## config.mk

```make
export PLATFORM = sky130hd
export DESIGN_NAME = sys_cmd_initiator
export DESIGN_NICKNAME = d
export VERILOG_FILES = /design/src/rtl/sys_cmd_pkg.sv /design/src/rtl/sys_cmd_frame_sel.sv /design/src/rtl/sys_cmd_initiator.sv
export SDC_FILE = /design/constraint.sdc
export NUM_CORES = 1
export LEC_CHECK = 0
export CORE_AREA = 4 4 91 93
export CTS_BUF_LIST = sky130_fd_sc_hd__clkbuf_16
export DETAILED_ROUTE_END_ITERATION = 8
export DIE_AREA = 0 0 95 97
export PLACE_DENSITY = 0.66
export SLEW_MARGIN = 15
export SYNTH_ARGS = -nofsm -noshare
export SYNTH_HDL_FRONTEND = slang
export SYNTH_SLANG_ARGS = --single-unit
```

## constraint.sdc

```tcl
create_clock -name CLK -period 2 [get_ports CLK]
set_input_delay 0.4 -clock CLK [delete_from_list [all_inputs] [get_ports CLK]]
set_output_delay 0.4 -clock CLK [all_outputs]
set_load 0.005 [all_outputs]
```

## src/rtl/sys_cmd_pkg.sv

```systemverilog
// -----------------------------------------------------------------------------
// sys_cmd_pkg
// Shared definitions for the system command initiator:
//   - frame opcode bytes that open each UART command frame
//   - host-side command type encoding (CMD_TYPE)
//   - frame length per command type
//   - initiator FSM state encoding
//   - frame buffer layout captured on command acceptance
// -----------------------------------------------------------------------------
package sys_cmd_pkg;

    // Leading opcode byte of each frame
    localparam logic [7:0] FRM_RF_WR   = 8'hAA;
    localparam logic [7:0] FRM_RF_RD   = 8'hBB;
    localparam logic [7:0] FRM_ALU_OP  = 8'hCC;
    localparam logic [7:0] FRM_ALU_NOP = 8'hDD;

    // Host command type encoding
    typedef enum logic [1:0] {
        CMD_RF_WR   = 2'd0,
        CMD_RF_RD   = 2'd1,
        CMD_ALU_OP  = 2'd2,
        CMD_ALU_NOP = 2'd3
    } cmd_type_e;

    // Frame lengths in bytes
    localparam logic [2:0] LEN_RF_WR   = 3'd3;
    localparam logic [2:0] LEN_RF_RD   = 3'd2;
    localparam logic [2:0] LEN_ALU_OP  = 3'd4;
    localparam logic [2:0] LEN_ALU_NOP = 3'd2;

    // Initiator FSM states
    typedef enum logic [2:0] {
        ST_IDLE     = 3'd0,
        ST_SEND     = 3'd1,
        ST_ACK_H    = 3'd2,
        ST_ACK_L    = 3'd3,
        ST_WAIT_RSP = 3'd4,
        ST_DONE     = 3'd5
    } state_e;

    // Command fields captured at acceptance
    typedef struct packed {
        cmd_type_e  typ;
        logic [3:0] addr;
        logic [7:0] wdata;
        logic [7:0] opa;
        logic [7:0] opb;
        logic [3:0] fun;
    } frame_buf_t;

    // Number of bytes in the frame for a given command type
    function automatic logic [2:0] frame_len(input cmd_type_e typ);
        logic [2:0] len;
        case (typ)
            CMD_RF_WR:   len = LEN_RF_WR;
            CMD_RF_RD:   len = LEN_RF_RD;
            CMD_ALU_OP:  len = LEN_ALU_OP;
            CMD_ALU_NOP: len = LEN_ALU_NOP;
            default:     len = LEN_RF_RD;
        endcase
        return len;
    endfunction

endpackage

```

## src/rtl/sys_cmd_frame_sel.sv

```systemverilog
// -----------------------------------------------------------------------------
// sys_cmd_frame_sel
// Combinational byte selector: picks byte <idx> of the command frame held in
// the frame buffer and flags whether it is the final byte of that frame.
// Ports:
//   frm       in   captured command fields (type, addr, wdata, opa, opb, fun)
//   idx       in   byte position within the frame (0..3)
//   sel_byte  out  frame byte at position idx
//   sel_last  out  1 when idx addresses the last byte of the frame
// -----------------------------------------------------------------------------
module sys_cmd_frame_sel
    import sys_cmd_pkg::*;
(
    input  frame_buf_t  frm,
    input  logic [1:0]  idx,
    output logic [7:0]  sel_byte,
    output logic        sel_last
);

    // Byte multiplexer; 4-bit fields are zero-extended onto the wire
    always_comb begin
        sel_byte = 8'h00;
        case (frm.typ)
            CMD_RF_WR: begin
                case (idx)
                    2'd0:    sel_byte = FRM_RF_WR;
                    2'd1:    sel_byte = {4'h0, frm.addr};
                    2'd2:    sel_byte = frm.wdata;
                    default: sel_byte = 8'h00;
                endcase
            end
            CMD_RF_RD: begin
                case (idx)
                    2'd0:    sel_byte = FRM_RF_RD;
                    2'd1:    sel_byte = {4'h0, frm.addr};
                    default: sel_byte = 8'h00;
                endcase
            end
            CMD_ALU_OP: begin
                case (idx)
                    2'd0:    sel_byte = FRM_ALU_OP;
                    2'd1:    sel_byte = frm.opa;
                    2'd2:    sel_byte = frm.opb;
                    2'd3:    sel_byte = {4'h0, frm.fun};
                    default: sel_byte = 8'h00;
                endcase
            end
            CMD_ALU_NOP: begin
                case (idx)
                    2'd0:    sel_byte = FRM_ALU_NOP;
                    2'd1:    sel_byte = {4'h0, frm.fun};
                    default: sel_byte = 8'h00;
                endcase
            end
            default: sel_byte = 8'h00;
        endcase
    end

    // Last-byte flag from the per-type frame length
    always_comb begin
        sel_last = ({1'b0, idx} == (frame_len(frm.typ) - 3'd1));
    end

endmodule

```

## src/rtl/sys_cmd_initiator.sv

```systemverilog
// -----------------------------------------------------------------------------
// sys_cmd_initiator
// Host-side initiator for the system command protocol. Accepts one command per
// CMD_VLD/CMD_RDY handshake, serializes it byte by byte to a UART transmitter
// (strobe, wait for busy high, wait for busy low), then waits for the single
// response byte unless the command is an RF write.
//
// Optional feature (macro SYS_CMD_RSP_TIMEOUT_EN): a response timer that ends
// the wait after TIMEOUT_CYCLES cycles with RSP_ERR=1 and RSP_DATA=0x00.
// Without the macro no timer is built and RSP_ERR is constant 0.
//
// Parameters:
//   TIMEOUT_CYCLES  response wait limit in clock cycles (timer builds only)
//   TO_W            timer width, 2**TO_W > TIMEOUT_CYCLES
// Ports:
//   CLK, RST                      clock, synchronous active-high reset
//   CMD_VLD/CMD_RDY               command handshake
//   CMD_TYPE/ADDR/WDATA/OPA/OPB/FUN  command fields
//   TX_P_DATA/TX_D_VLD/TX_BUSY    UART transmitter interface
//   RX_P_DATA/RX_D_VLD            UART receiver interface
//   RSP_DATA/RSP_VLD/RSP_ERR      completion report
// -----------------------------------------------------------------------------
module sys_cmd_initiator
    import sys_cmd_pkg::*;
#(
    parameter int TIMEOUT_CYCLES = 65535,
    parameter int TO_W           = 16
)
(
    input  logic       CLK,
    input  logic       RST,
    input  logic       CMD_VLD,
    input  logic [1:0] CMD_TYPE,
    input  logic [3:0] CMD_ADDR,
    input  logic [7:0] CMD_WDATA,
    input  logic [7:0] CMD_OPA,
    input  logic [7:0] CMD_OPB,
    input  logic [3:0] CMD_FUN,
    output logic       CMD_RDY,
    output logic [7:0] TX_P_DATA,
    output logic       TX_D_VLD,
    input  logic       TX_BUSY,
    input  logic [7:0] RX_P_DATA,
    input  logic       RX_D_VLD,
    output logic [7:0] RSP_DATA,
    output logic       RSP_VLD,
    output logic       RSP_ERR
);

    state_e     state_r, state_nxt_s;
    logic [1:0] idx_r, idx_nxt_s;
    frame_buf_t frm_r;
    logic       buf_ld_s;
    logic       rdy_r;
    logic [7:0] tx_data_r, tx_data_nxt_s;
    logic       tx_vld_r, tx_vld_nxt_s;
    logic [7:0] rsp_data_r, rsp_data_nxt_s;
    logic       rsp_vld_r, rsp_vld_nxt_s;
    logic [7:0] sel_byte_s;
    logic       sel_last_s;

`ifdef SYS_CMD_RSP_TIMEOUT_EN
    localparam logic [TO_W-1:0] TO_LIMIT = TO_W'(TIMEOUT_CYCLES - 1);
    logic [TO_W-1:0] to_cnt_r;
    logic            to_clr_s;
    logic            to_hit_s;
    logic            rsp_err_r, rsp_err_nxt_s;
`endif

    sys_cmd_frame_sel u_frame_sel (
        .frm      (frm_r),
        .idx      (idx_r),
        .sel_byte (sel_byte_s),
        .sel_last (sel_last_s)
    );

`ifdef SYS_CMD_RSP_TIMEOUT_EN
    // Limit is reached when the counter shows TIMEOUT_CYCLES-1 during the
    // final WAIT_RSP cycle, so the exit happens on the TIMEOUT_CYCLES-th edge
    always_comb begin
        to_hit_s = (to_cnt_r == TO_LIMIT);
    end
`endif

    // Next-state, frame index and registered-output next values
    always_comb begin
        state_nxt_s    = state_r;
        idx_nxt_s      = idx_r;
        buf_ld_s       = 1'b0;
        tx_data_nxt_s  = tx_data_r;
        tx_vld_nxt_s   = 1'b0;
        rsp_data_nxt_s = rsp_data_r;
        rsp_vld_nxt_s  = 1'b0;
`ifdef SYS_CMD_RSP_TIMEOUT_EN
        rsp_err_nxt_s  = 1'b0;
        to_clr_s       = 1'b0;
`endif
        case (state_r)
            ST_IDLE: begin
                if (CMD_VLD && rdy_r) begin
                    buf_ld_s    = 1'b1;
                    idx_nxt_s   = 2'd0;
                    state_nxt_s = ST_SEND;
                end else begin
                    state_nxt_s = ST_IDLE;
                end
            end
            ST_SEND: begin
                if (!TX_BUSY) begin
                    tx_data_nxt_s = sel_byte_s;
                    tx_vld_nxt_s  = 1'b1;
                    state_nxt_s   = ST_ACK_H;
                end else begin
                    state_nxt_s = ST_SEND;
                end
            end
            ST_ACK_H: begin
                if (TX_BUSY) begin
                    state_nxt_s = ST_ACK_L;
                end else begin
                    state_nxt_s = ST_ACK_H;
                end
            end
            ST_ACK_L: begin
                if (TX_BUSY) begin
                    state_nxt_s = ST_ACK_L;
                end else if (!sel_last_s) begin
                    idx_nxt_s   = idx_r + 2'd1;
                    state_nxt_s = ST_SEND;
                end else if (frm_r.typ == CMD_RF_WR) begin
                    // No response: report completion, RSP_DATA left as is
                    rsp_vld_nxt_s = 1'b1;
                    state_nxt_s   = ST_DONE;
                end else begin
`ifdef SYS_CMD_RSP_TIMEOUT_EN
                    to_clr_s    = 1'b1;
`endif
                    state_nxt_s = ST_WAIT_RSP;
                end
            end
            ST_WAIT_RSP: begin
                // Data beats the timeout when both happen in the same cycle
                if (RX_D_VLD) begin
                    rsp_data_nxt_s = RX_P_DATA;
                    rsp_vld_nxt_s  = 1'b1;
                    state_nxt_s    = ST_DONE;
                end
`ifdef SYS_CMD_RSP_TIMEOUT_EN
                else if (to_hit_s) begin
                    rsp_data_nxt_s = 8'h00;
                    rsp_vld_nxt_s  = 1'b1;
                    rsp_err_nxt_s  = 1'b1;
                    state_nxt_s    = ST_DONE;
                end
`endif
                else begin
                    state_nxt_s = ST_WAIT_RSP;
                end
            end
            ST_DONE: begin
                state_nxt_s = ST_IDLE;
            end
            default: begin
                state_nxt_s = ST_IDLE;
            end
        endcase
    end

    // State, frame buffer and output registers
    always_ff @(posedge CLK) begin
        if (RST) begin
            state_r    <= ST_IDLE;
            idx_r      <= 2'd0;
            frm_r      <= '0;
            rdy_r      <= 1'b0;
            tx_data_r  <= 8'h00;
            tx_vld_r   <= 1'b0;
            rsp_data_r <= 8'h00;
            rsp_vld_r  <= 1'b0;
        end else begin
            state_r    <= state_nxt_s;
            idx_r      <= idx_nxt_s;
            rdy_r      <= (state_nxt_s == ST_IDLE);
            tx_data_r  <= tx_data_nxt_s;
            tx_vld_r   <= tx_vld_nxt_s;
            rsp_data_r <= rsp_data_nxt_s;
            rsp_vld_r  <= rsp_vld_nxt_s;
            if (buf_ld_s) begin
                frm_r <= '{typ:   cmd_type_e'(CMD_TYPE),
                           addr:  CMD_ADDR,
                           wdata: CMD_WDATA,
                           opa:   CMD_OPA,
                           opb:   CMD_OPB,
                           fun:   CMD_FUN};
            end
        end
    end

`ifdef SYS_CMD_RSP_TIMEOUT_EN
    // Response timer: cleared on entry to WAIT_RSP, counts while waiting
    always_ff @(posedge CLK) begin
        if (RST) begin
            to_cnt_r  <= '0;
            rsp_err_r <= 1'b0;
        end else begin
            rsp_err_r <= rsp_err_nxt_s;
            if (to_clr_s) begin
                to_cnt_r <= '0;
            end else if (state_r == ST_WAIT_RSP) begin
                to_cnt_r <= to_cnt_r + TO_W'(1);
            end
        end
    end

    assign RSP_ERR = rsp_err_r;
`else
    // No timer: an error can never be reported. The timer parameters only
    // feed this constant so both builds keep one parameter list.
    assign RSP_ERR = (TIMEOUT_CYCLES < 0) && (TO_W < 0);
`endif

    assign CMD_RDY   = rdy_r;
    assign TX_P_DATA = tx_data_r;
    assign TX_D_VLD  = tx_vld_r;
    assign RSP_DATA  = rsp_data_r;
    assign RSP_VLD   = rsp_vld_r;

endmodule

```

==> results of run 1 <==
## critical path, cell delays in order, from the launching register on
cell      delay [ns]
dfxtp_1         0.49
inv_1           0.14
ha_2            0.31
a22oi_1         0.27
o22ai_1         0.12
a311oi_1        0.29
nor2_1          0.08
## power by group through the flow
stage	Combinational, mW	Clock (mW)	Sequential (mW)
after floorplan	0.372	0	1.33
after global placement	0.501	0	1.36
after detailed placement	0.510	0	1.37
after CTS	0.515	1.60	1.35
after global routing	0.573	1.65	1.36
final	0.508	1.57	1.35
## per-layer routing
| metal | GRT usage [%] | share of wire, % | vias to the layer above |
|---|---|---|---|
| met1 | 21.5 | 47 | 1150 |
| met5 | 0 | 0 | - |
| met3 | 4.20 | 5.7 | 8 |
| met4 | 5.44 | 1.3 | 0 |
| met2 | 23.0 | 46 | 61 |
| li1 | - | - | 1282 |
## kinds of logic after synthesis
logic type / share of synthesized area (%)
AND/OR/NAND/NOR: 23.6
adder cells (fa/ha/maj): 2.79
flip-flops: 43.2
multiplexers: 0.419
other: 0.140
buffers and inverters: 7.45
AO/OA/AOI/OAI: 21.8
XOR/XNOR: 0.652
## placed cells by master (no fill, tap or decap), drive strengths merged, types with 4 or more instances in the layout
master and n:
a22oi 8, nand3 7, o211ai 4, clkbuf 9
o21ai 12, o22ai 4, dfxtp 58, nor3 4
inv 6, buf 10, nand2 95, a21oi 54
ha 6, nand2b 4, nor2 10, clkdlybuf4s50 65
## worst paths after layout
kind	start	endpoint	cells past startpoint	slack [ns]
setup / recovery	idx_r[1]	TX_P_DATA[5]	6	0.18
hold / removal	frm_r[17]	frm_r[17]	2	0.45
setup reg to reg	idx_r[1]	TX_P_DATA[5]	6	0.18
hold reg to reg	frm_r[17]	frm_r[17]	2	0.45
## registers in the layout, indices dropped and copies added, names as in the netlist
signal / cells
CMD_RDY: 1
RSP_DATA: 8
RSP_VLD: 1
TX_D_VLD: 1
TX_P_DATA: 8
frm_r: 34
idx_r: 2
state_r: 3
## layout make-up
type,count,area [um^2]
clock buffers,9,225
clock inverters,7,85.1
fillers,761,3840
inverters,5,18.8
multi-input cells,247,1330
flip-flops and latches,58,1160
well taps,102,128
repair buffers,75,738
## per-stage QoR
stage / cells / instance area (um^2) / power (mW)
after floorplan: 337 / 2690 / 1.70
after global placement: 487 / 3370 / 1.87
after detailed placement: 487 / 3370 / 1.88
after CTS: 503 / 3680 / 3.46
after global routing: 503 / 3690 / 3.59
final: 503 / 3690 / 3.43
## what timing repair did
action | 4_1_cts | 5_1_grt
hold buffers | 0 | 0
resized for setup | 0 | 2
endpoints found under the setup margin | 0 | 3
==> flow_metrics.py, run 1 <==
metrics = {
    "status": {
        "status": "finished clean",
    },
    "sta": {
        "min_period_over_period_pct": 91.1,
        "rsz0062_at_grt": "false",
        "hold_slack_ns": 0.453,
        "fin_crit_ns": 1.82,
        "relSlewSlack_pct": 66.3,
        "fin_ws_ns": 0.178,
        "drv_slew": 0,
        "final.setup.tns_ns": 0,
        "worstMarginPinSlew_ns": 0.505,
        "hold_violations": 0,
        "skew_ns": 0.00401,
        "fmax_ghz": 0.549,
        "setup_violations": 0,
    },
    "final_layout": {
        "layout.nets": 449,
        "final_layout_size_suffix_gt1_share_pct": 7.73,
        "diodes": 0,
        "utilization_pct": 49.0,
        "area_growth_pct": 37.2,
    },
    "global_route": {
        "grt_pass1_wl_um": 11400,
        "grt_start_max_net_pins": 51,
        "grt_use_total_pct": 15.5,
        "grt-ovfl-total": 0,
        "grt_pass1_vias": 2417,
        "antenna_found_initial": 0,
    },
    "min_path": {
        "hold_class": "register to register",
    },
    "clock_tree": {
        "cts.path.max_buffers": 2,
        "cts_tree": "done",
        "numCtsBuffers": 9,
        "cts_setup_buffers": 0,
        "htreeDepth": 3,
        "cts_root_buf": "clkbuf_16",
        "cts.sinks": 58,
        "clk_latency_ns": 0.32,
        "path_clk_slew_ns": 0.05,
    },
    "detailed_routing": {
        "viasPerCell": 4.97,
        "dr.pass1.iters": 4,
        "antenna_left": 0,
        "drc": 0,
        "wire_per_inst_um": 13.4,
        "drt-initial-drc-count": 73,
        "totalWireLength_um": 6730,
        "vias": 2501,
    },
    "power": {
        "p_int_mw": 2.59,
        "p_leak_nw": 1.29,
        "clockPowerShare_pct": 45.9,
        "p_comb_share_pct": 14.8,
        "seq_power_share_pct": 39.3,
        "vdd_ir_drop_max_mv": 0.381,
        "power.net_switching_uw": 833,
        "switching_share_pct": 24.3,
        "p_per_area_nw_per_um2": 929,
    },
    "critical_path": {
        "required_ns": 2.20,
        "crit_fanout": 17,
        "crit_type": "register to register",
        "cp_data_arrival_time_ns": 2.02,
        "cp-start-kind": "register",
        "end_kind": "register",
    },
    "synth": {
        "yosysWarnings": 0,
        "synth_common_cells": "95 x nand2_1, 58 x dfxtp_1, 54 x a21oi_1",
        "synth_area_leader_cell": "dfxtp_1",
        "synthTopCellsByArea": "dfxtp_1 43%, nand2_1 13%, a21oi_1 10%, buf_6 3.8%, ha_1 2.8%",
        "synth_cell_types": 47,
        "syn_nets": 390,
        "ys_seq_elements": 58,
        "syn_inst": 337,
        "yosysSeqAreaShare_pct": 43.2,
        "synth.top_cell.area_share_pct": 43.2,
        "synth_ff_type": "dfxtp_1",
        "synth_edf_count": 0,
        "syn_area_per_cell_um2": 7.98,
        "synth_most_common_cell": "nand2_1",
        "synthArstFlopShare_pct": 0,
        "synthesis.area_um2": 2690,
    },
    "floorplanning": {
        "start_util_pct": 35.7,
        "ioPinCount": 67,
        "die_y_um": 97,
        "die_area_um2": 9220,
        "rows": 32,
        "core_um2": 7530,
        "floorplan.die.width_um": 95,
    },
    "run": {
        "drv_cap": 0,
    },
    "placed_design": {
        "place_congestion": 0.827,
        "hpwlAfterDp_um": 4780,
        "port_buffers": 65,
        "pre_cts_ws_ns": 0.00903,
    },
}
Power figures use the tool's default switching activity.
==> run 2: changes to the inputs <==
- CORE_AREA: 4 4 91 93 -> 4 4 58 112
- DIE_AREA: 0 0 95 97 -> 0 0 62 116
- PLACE_DENSITY: 0.66 -> 0.82
==> run 2 against run 1 <==
  * Utilization rose by 15 points
  * Global-route usage rose by 4.3 points
  * Via count rose by 3.3%
  * Clock power rose by 9%
  * Routed wire length fell by 0.73%
  * Setup slack improved by 0.039 ns
  * Total power rose by 4.3%
  * Clock skew barely moved
  * Die area fell by 22%
  * Sequential cell count did not move
  * First-iteration DRC count rose by 52%
  * Worst hold slack got worse by 0.0011 ns
  * Critical endpoint is now TX_P_DATA[1]
==> flow_metrics.py, run 2 (synthesis results as in run 1) <==
metrics = {
    "detailed_routing": {
        "drt-initial-drc-count": 111,
        "totalWireLength_um": 6680,
        "antenna_left": 0,
        "dr.pass1.iters": 4,
        "vias": 2583,
        "drc": 0,
        "wire_per_inst_um": 14.5,
        "viasPerCell": 5.59,
    },
    "clock_tree": {
        "cts.sinks": 58,
        "clk_latency_ns": 0.32,
        "cts_hold_buf": 0,
        "numCtsBuffers": 9,
        "cts.path.max_buffers": 2,
        "cts_root_buf": "clkbuf_16",
        "path_clk_slew_ns": 0.05,
        "htreeDepth": 3,
        "cts_tree": "done",
    },
    "critical_path": {
        "end_kind": "register",
        "cp-start-kind": "register",
        "critPathMaxStageDelay_ns": 0.42,
        "crit_path_top_delay_cell": "dfxtp_2",
        "cp_data_arrival_time_ns": 1.99,
        "crit_fanout": 10,
        "crit_type": "register to register",
        "crit_path_cell_trace": "inv_1, buf_4, ha_1, buf_4, a21oi_1, o22ai_1, nor3_1, a21oi_1",
        "required_ns": 2.21,
    },
    "global_route": {
        "grt_pass1_wl_um": 10700,
        "grt_use_total_pct": 19.8,
        "grt_pass1_vias": 2420,
        "antenna_found_initial": 0,
        "grt-ovfl-total": 0,
        "grt_start_max_net_pins": 38,
    },
    "final_layout": {
        "layout_common_cells": "95 x nand2_1, 65 x clkdlybuf4s50_1, 57 x dfxtp_1",
        "layout.nets": 449,
        "layout_commonest_cell": "nand2_1",
        "area_growth_pct": 36.5,
        "largest_reg_flops": 34,
        "diodes": 0,
        "final_layout_size_suffix_gt1_share_pct": 7.73,
        "top_register": "frm_r",
    },
    "sta": {
        "final.setup.tns_ns": 0,
        "fmax_ghz": 0.561,
        "rsz0062_at_grt": "false",
        "min_period_over_period_pct": 89.1,
        "fin_crit_ns": 1.78,
        "drv_slew": 0,
        "setup_violations": 0,
        "skew_ns": 0.00369,
        "hold_violations": 0,
    },
    "placed_design": {
        "port_buffers": 65,
        "hpwlAfterDp_um": 4780,
        "place_congestion": 0.871,
    },
    "floorplanning": {
        "die_area_um2": 7190,
        "ioPinCount": 67,
        "die_y_um": 116,
        "floorplan.die.width_um": 62,
        "core_um2": 5710,
        "rows": 39,
        "start_util_pct": 47.1,
    },
    "status": {
        "status": "finished clean",
    },
    "power": {
        "p_leak_nw": 1.30,
        "p_per_area_nw_per_um2": 974,
        "p_total_mw": 3.57,
        "vdd_ir_drop_max_mv": 0.854,
    },
    "min_path": {
        "hold_class": "register to register",
    },
    "run": {
        "drv_cap": 0,
    },
}
==> run 2: metrics by stage <==
step                      util (%)  setup WS, ns  area (um^2)  hold slack [ns]  cells
after floorplan                  -         0.366         2690            0.433    337
after global placement        58.4        0.0391         3330            0.443    446
after detailed placement      58.4        0.0167         3330            0.445    446
after CTS                     64.2         0.118         3670            0.452    462
after global routing          64.3        0.0664         3670            0.472    462
final                         64.3         0.217         3670            0.452    462
==> run 2: per-layer routing <==
metal	global-route usage, %	vias up	wire length (um)
met3	5.24	19	318
met5	0	-	0
met1	22.4	1217	2580
li1	-	1285	-
met4	10.8	0	252
met2	32.4	62	3520
==> run 2: critical path, delay by kind of cell, from the launching register on <==
kind | cells | cell delay [ns]
compound gates | 3 | 0.39
fa+ha+maj | 1 | 0.21
buf+inv | 3 | 0.42
flops | 1 | 0.42
simple gates | 1 | 0.23
==> run 2: layout make-up <==
cell class,count,area (um^2)
sequential,58,1160
multi-input combinational,247,1330
clock inverter,7,108
clock buffer,9,225
timing repair buffer,75,751
tap,61,76.3
inverter,5,18.8
fill,500,2040
==> run 2: timing repair <==
item | in CTS | in global routing
buffers inserted | 0 | 0
resized for setup | 0 | 2
endpoints found under the setup margin | 0 | 3
==> run 2: report_power, final <==
group          switching [mW]  total [mW]  internal [mW]
clock                   0.508        1.71           1.20
sequential             0.0841        1.34           1.26
combinational           0.251       0.520          0.269
==> run 2: path summary, 6_finish.rpt <==
check | startpoint | endpoint | slack (ns) | depth (start not counted)
min reg2reg | RSP_DATA[4] | RSP_DATA[4] | 0.45 | 2
max reg2reg | idx_r[0] | TX_P_DATA[1] | 0.22 | 8
min | RSP_DATA[4] | RSP_DATA[4] | 0.45 | 2
max | idx_r[0] | TX_P_DATA[1] | 0.22 | 8
